`src/rtl/dcache_wb_buffer.sv`:
```
// Data-cache write-back buffer: holds one dirty victim line and streams it to memory.
// Optional macro WB_FORWARD_EN adds forwarding of buffered words on a query hit.
module dcache_wb_buffer #(
   parameter int LINE_WORDS = 4,
   parameter int ADDR_WIDTH = 32
) (
   input  logic                     clk,
   input  logic                     reset,
   input  logic                     evict_valid,
   input  logic                     evict_dirty,
   input  logic [ADDR_WIDTH-1:0]    evict_addr,
   input  logic [LINE_WORDS*32-1:0] evict_data,
   output logic                     evict_ready,
   output logic                     wr_addr_valid,
   input  logic                     wr_addr_ready,
   output logic [ADDR_WIDTH-1:0]    wr_addr,
   output logic                     wr_data_valid,
   input  logic                     wr_data_ready,
   output logic [31:0]              wr_data,
   output logic                     wr_last,
   input  logic                     wr_resp_valid,
   input  logic [ADDR_WIDTH-1:0]    query_addr,
   output logic                     query_hit,
   output logic [31:0]              query_data,
   output logic                     busy
);
   localparam int BEAT_W   = $clog2(LINE_WORDS);
   localparam int OFF_BITS = BEAT_W + 2;
   localparam logic [BEAT_W-1:0] LAST_BEAT = BEAT_W'(LINE_WORDS - 1);

   typedef enum logic [1:0] {
      IDLE = 2'd0,
      ADDR = 2'd1,
      DATA = 2'd2,
      RESP = 2'd3
   } state_t;

   state_t                   state_r;
   state_t                   state_next_s;
   logic [BEAT_W-1:0]        beat_r;
   logic [ADDR_WIDTH-1:0]    addr_r;
   logic [LINE_WORDS*32-1:0] data_r;
   logic [31:0]              words_s [LINE_WORDS];
   logic                     accept_s;
   logic                     line_match_s;
   logic                     unused_query_s;

   assign accept_s = (state_r == IDLE) && evict_valid && evict_dirty;

   for (genvar w = 0; w < LINE_WORDS; w++) begin : g_word
      assign words_s[w] = data_r[32*w +: 32];
   end

   // State register
   always_ff @(posedge clk) begin
      if (reset) begin
         state_r <= IDLE;
      end else begin
         state_r <= state_next_s;
      end
   end

   // Next-state decode; clean victims are consumed in IDLE without leaving it
   always_comb begin
      state_next_s = state_r;
      case (state_r)
         IDLE: if (evict_valid && evict_dirty) state_next_s = ADDR; else state_next_s = IDLE;
         ADDR: if (wr_addr_ready) state_next_s = DATA; else state_next_s = ADDR;
         DATA: if (wr_data_ready && (beat_r == LAST_BEAT)) state_next_s = RESP; else state_next_s = DATA;
         RESP: if (wr_resp_valid) state_next_s = IDLE; else state_next_s = RESP;
         default: state_next_s = IDLE;
      endcase
   end

   // Victim capture and beat counter; the counter saturates on the last beat
   always_ff @(posedge clk) begin
      if (reset) begin
         beat_r <= '0;
         addr_r <= '0;
         data_r <= '0;
      end else begin
         if (accept_s) begin
            addr_r <= evict_addr;
            data_r <= evict_data;
         end
         if ((state_r == ADDR) && wr_addr_ready) begin
            beat_r <= '0;
         end else if ((state_r == DATA) && wr_data_ready && (beat_r != LAST_BEAT)) begin
            beat_r <= beat_r + 1'b1;
         end
      end
   end

   // Output decode; everything but evict_ready is forced low while reset is held
   always_comb begin
      evict_ready   = 1'b0;
      wr_addr_valid = 1'b0;
      wr_data_valid = 1'b0;
      wr_last       = 1'b0;
      busy          = 1'b0;
      case (state_r)
         IDLE: evict_ready = 1'b1;
         ADDR: begin
            wr_addr_valid = !reset;
            busy          = !reset;
         end
         DATA: begin
            wr_data_valid = !reset;
            wr_last       = !reset && (beat_r == LAST_BEAT);
            busy          = !reset;
         end
         RESP: busy = !reset;
         default: evict_ready = 1'b0;
      endcase
   end

   assign wr_addr      = addr_r;
   assign wr_data      = words_s[beat_r];
   assign line_match_s = (query_addr[ADDR_WIDTH-1:OFF_BITS] == addr_r[ADDR_WIDTH-1:OFF_BITS]);
   assign query_hit    = busy && line_match_s;

`ifdef WB_FORWARD_EN
   logic [BEAT_W-1:0] query_word_s;
   assign query_word_s   = query_addr[OFF_BITS-1:2];
   assign query_data     = query_hit ? words_s[query_word_s] : 32'd0;
   assign unused_query_s = ^query_addr[1:0];
`else
   assign query_data     = 32'd0;
   assign unused_query_s = ^query_addr[OFF_BITS-1:0];
`endif

endmodule
```
`config.mk`:
```
export PLATFORM = sky130hd
export DESIGN_NAME = dcache_wb_buffer
export DESIGN_NICKNAME = d
export VERILOG_FILES = /design/src/rtl/dcache_wb_buffer.sv
export SDC_FILE = /design/constraint.sdc
export NUM_CORES = 1
export LEC_CHECK = 0
export ABC_AREA = 1
export BUFFER_PORTS_ARGS = -buffer_cell sky130_fd_sc_hd__buf_4
export CORE_MARGIN = 4
export CORE_UTILIZATION = 44
export CTS_BUF_LIST = sky130_fd_sc_hd__clkbuf_8 sky130_fd_sc_hd__clkbuf_16
export CTS_CLUSTER_SIZE = 24
export DETAILED_ROUTE_END_ITERATION = 8
export GPL_ROUTABILITY_DRIVEN = 0
export PLACE_DENSITY = 0.77
export SETUP_SLACK_MARGIN = 0.02
export SYNTH_ARGS = -nofsm -noshare
export SYNTH_HDL_FRONTEND = slang
export SYNTH_SLANG_ARGS = --single-unit
```
`constraint.sdc`:
```
create_clock -name clk -period 1.08 [get_ports clk]
set_input_delay 0.108 -clock clk [delete_from_list [all_inputs] [get_ports clk]]
set_output_delay 0.108 -clock clk [all_outputs]
set_load 0.02 [all_outputs]
```
==> results of run 1 <==
[logic make-up after synthesis]
| group | Yosys count |
|---|---|
| AOI/OAI and AO/OA | 281 |
| and+or+nand+nor | 461 |
| adders and majority gates | 1 |
| other | 1 |
| buffers and inverters | 156 |
| DFF | 164 |
| xor gates and xnor gates | 4 |
[per-stage QoR]
step                      hold slack (ns)  utilization  cells  area [µm²]
after floorplan                    0.1697            -   1099        8313
after global placement             0.3431       0.6419   1559       10570
after detailed placement           0.3482       0.6419   1559       10570
after CTS                        0.008610       0.9491   1836       15630
[repair_timing]
item | 4_1_cts
pin swaps | 73
endpoints found under the setup margin | 219
endpoints found under the hold margin | 164
buffers inserted | 43
resized for setup | 460
cloned | 40
hold buffers | 163
==> reports/metrics.yaml, run 1 <==
synth:
  synth_simple_gate_area_share: 0.2396
  synth_compound_area_frac: 0.1969
  postSynthAreaPerCell_um2: 6.889
  yosys.area.top_type: "dfxtp_1"
  synth-seq-cells: 164
  yosysTopAreaCellShare: 0.4463
  ys_warn_count: 0
  ys_types: 24
  synth_top_family_by_area: "simple AND/OR/NAND/NOR gates"
  synth-seq-area-share: 0.4463
  synth_area_um2: 7357
  yosys_most_used_dff: "dfxtp_1"
  synth_edf_count: 0
  synth-xor-area-share: 0.004762
  synth_common_cells: "nor2_1, o21ai_0, dfxtp_1, nand2_1, inv_1"
  yosys.area_share.adder: 0.001701
  synthArstFlopShare: 0
  synth_mux_area_frac: 0
  synth_area_leaders: "dfxtp_1, nor2_1, o21ai_0"
  synth_most_common_cell: "nor2_1"
  synthCells: 1068
clocking:
  cts-root-buf: "clkbuf_16"
  clock_sinks: 164
  numCtsBuffers: 17
  clock_path_buffers: 2
  htree_levels: 4
global_routing:
  grt_max_degree: 66
placement:
  post-place-ws_ns: -0.3136
  port_buffers: 264
  dp_hpwl_mm: 17.27
outcome:
  error: "[ERROR DPL-0038] Utilization greater than 100%, impossible to legalize"
  lastStage: "global routing"
  status: "did not finish"
floorplan:
  die_h_um: 137.3
  fp.dieW_um: 137.3
  rows: 47
  initial_core_util: 0.4468
  ioPinCount: 301
sta:
  postGrtWorstEndpoint: "query_hit"
  endpoint_type: "top-level output"
==> inputs of run 2 (changes only) <==
Settings changed: CORE_UTILIZATION 44 to 30, CTS_BUF_LIST sky130_fd_sc_hd__clkbuf_8 sky130_fd_sc_hd__clkbuf_16 to default, CTS_CLUSTER_SIZE 24 to default, PLACE_DENSITY 0.77 to default, PLACE_DENSITY_LB_ADDON from default to 0.15, SETUP_SLACK_MARGIN 0.02 to default.
Clock period 1.08 ns to 1.4 ns, I/O delays scaled along.
==> reports/metrics.yaml, run 2 <==
synth:
  synth_area_leaders: "dfxtp_1, nor2_1, o21ai_0"
  synth_area_um2: 7357  # unchanged
  postSynthAreaPerCell_um2: 6.889  # unchanged
  yosys_most_used_dff: "dfxtp_1"
  synth-seq-cells: 164  # unchanged
  synth_edf_count: 0  # unchanged
  synthCells: 1068  # unchanged
  synth_common_cells: "nor2_1, o21ai_0, dfxtp_1, nand2_1, inv_1"
  ys_warn_count: 0  # unchanged
  synth-seq-area-share: 0.4463  # unchanged
  yosysTopAreaCellShare: 0.4463  # unchanged
  yosys.area.top_type: "dfxtp_1"
  synthArstFlopShare: 0  # unchanged
  ys_types: 24  # unchanged
  synth_most_common_cell: "nor2_1"
setup_path:
  ff2ff_path_depth: 10
  cp-start-kind: "flop"
  r2r_end: "data_r[38]$_SDFFE_PP0P_"
  ff2ff_setup_slack_ns: -0.23
  reg2reg_from: "state_r[0]$_SDFF_PP0_"
  critPathRequiredTime_ns: 1.26
  end_kind: "output pin"
  crit_path_max_fanout: 7
  cp.arrival_ns: 1.64
  critical_path_class: "flop to output pin"
floorplan:
  core_area_um2: 24250
  initial_core_util: 0.3034  # -0.1434
  rows: 57  # +21%
  fp.dieW_um: 164.6  # +20%
  ioPinCount: 301  # unchanged
  die_h_um: 164.6  # +20%
  die_area_um2: 27090
clocking:
  cts-root-buf: "clkbuf_16"
  clock_sinks: 164  # unchanged
  numCtsBuffers: 17  # unchanged
  clk_latency_ns: 0.42
  cts_tree: "done"
  clock_path_buffers: 2  # unchanged
  htree_levels: 4  # unchanged
  clk_pin_slew_ns: 0.07
detailed_routing:
  top_layer: "met5"
  vias: 8722
  totalWireLength_mm: 32.25
  viasPerCell: 4.672
  met1_length_mm: 14.06
  ant_nets: 0
  dr.pass1.iters: 5
  drt_iter0_drc: 477
  route.detailed.drc: 0
  wl_met3_mm: 1.507
  wl_per_cell_um: 17.27
  wl_met2_mm: 15.94
layout:
  diodes: 0
  fillers: 2127
  seqCellArea_um2: 3321
  final_common_cell: "buf_4"
  largest_register: "data_r"
  largest_register_ffs: 128
  area_delta_synth_final_pct: 97.35
  drive_gt1_frac: 0.4323
  final_cell_mix: "buf_4, nor2_1, dlygate4sd3_1"
  multi_input_comb_area_um2: 4542
  nets: 1731
sta:
  fin_crit_sh: 1.271
  hold_ws_ns: -0.01486
  min_period_ns: 1.779
  setup_viol: 161
  timing.final.ws_setup_ns: -0.3793
  finalHoldViolCount: 3
  fmax_mhz: 562.0
  slew_viol_final: 0
  rsz0062_at_grt: "true"
  skew_ns: 0.007261
  setup_tns_ns: -27.60
power_and_ir_drop:
  p_leak_uw: 0.006329
  peakVddDrop_mv: 0.4968
  total_power_uw: 13000
  power_per_cell_area_nw_per_um2: 895.2
hold_path:
  whs_path_depth: 3
  worstHoldPathType: "input pin to flop"
  min_to: "wr_addr[4]$_SDFFE_PP0P_"
  hold_start: "evict_addr[4]"
global_routing:
  antenna_found_initial: 1
  grt-ovfl-total: 0
  grt_pass1_vias: 7789
  grt_pass1_wl_mm: 40.65
  grt_usage: 0.1887
  grt_max_degree: 93
placement:
  dp_hpwl_mm: 17.47  # +1.1%
  post-place-ws_ns: -0.1188  # +0.1947 ns
  port_buffers: 264  # unchanged
outcome:
  status: "finished, violations left"
  failed_checks: "negative hold slack, negative setup slack"
run:
  drv_cap: 0
## run 2: cell counts after synthesis
Identical to the previous run, type by type.
## run 2: metal layers
layer  global-route usage  up-vias
met5                    0        -
met4              0.06730        2
met3              0.03169       54
met2               0.3168      258
met1               0.2448     4077
li1                     -     4331
## run 2: kinds of logic (layout without fill, tap and decap cells)
family                   count (synthesis)  after routing  share of synthesized area
adder cells (fa/ha/maj)                  1              1                   0.001700
AO/OA/AOI/OAI                          281            281                     0.1969
XOR/XNOR                                 4              4                   0.004763
other                                    1             32                  0.0005097
flip-flops                             164            164                     0.4463
buffers and inverters                  156            600                     0.1102
AND/OR/NAND/NOR                        461            461                     0.2396
## run 2: timing repair
item | CTS | global route
setup buffers | 8 | 26
pin swaps | 5 | 194
gates cloned | 3 | 38
endpoints found under the setup margin | 56 | 193
resized for setup | 80 | 446
hold buffers | 149 | 1
hold endpoints to repair | 149 | 1
## run 2: worst max-delay path by stage
stage | start | end | depth (start not counted)
CTS | beat_r[0]$_SDFFE_PP0P_ | wr_data[20] | 5
detailed placement | state_r[0]$_SDFF_PP0_ | data_r[95]$_SDFFE_PP0P_ | 5
global placement | state_r[1]$_SDFF_PP0_ | data_r[95]$_SDFFE_PP0P_ | 5
floorplan | beat_r[0]$_SDFFE_PP0P_ | wr_data[10] | 6
global route | beat_r[0]$_SDFFE_PP0P_ | wr_data[16] | 5
finish | beat_r[0]$_SDFFE_PP0P_ | wr_data[16] | 5
## run 2: cell type report
class	count	share of cell area
Clock buffer	18	0.02956
Timing Repair Buffer	516	0.3766
Tap cell	324	0.02792
Multi-Input combinational cell	779	0.3128
Inverter	53	0.01577
Sequential cell	164	0.2287
Clock inverter	13	0.008618
## run 2: critical path: stages, from the launching register on
cell	delay [ns]
dfxtp_4	0.45
buf_12	0.17
clkbuf_16	0.18
o21ai_1	0.10
o22ai_2	0.17
buf_6	0.15
## run 2: power by group
group          internal (µW)  switching [µW]
clock                   2470            2100
sequential              5000             299
combinational           1690            1430
total                   9170            3830
## run 2: metrics by stage
step | cell area [µm²] | utilization | cells
global route | 14520 | 0.5988 | 1867
detailed placement | 9808 | 0.4045 | 1616
floorplan | 7661 | - | 1099
finish | 14520 | 0.5988 | 1867
global placement | 9808 | 0.4045 | 1616
CTS | 12190 | 0.5026 | 1807
Power figures use the tool's default switching activity.
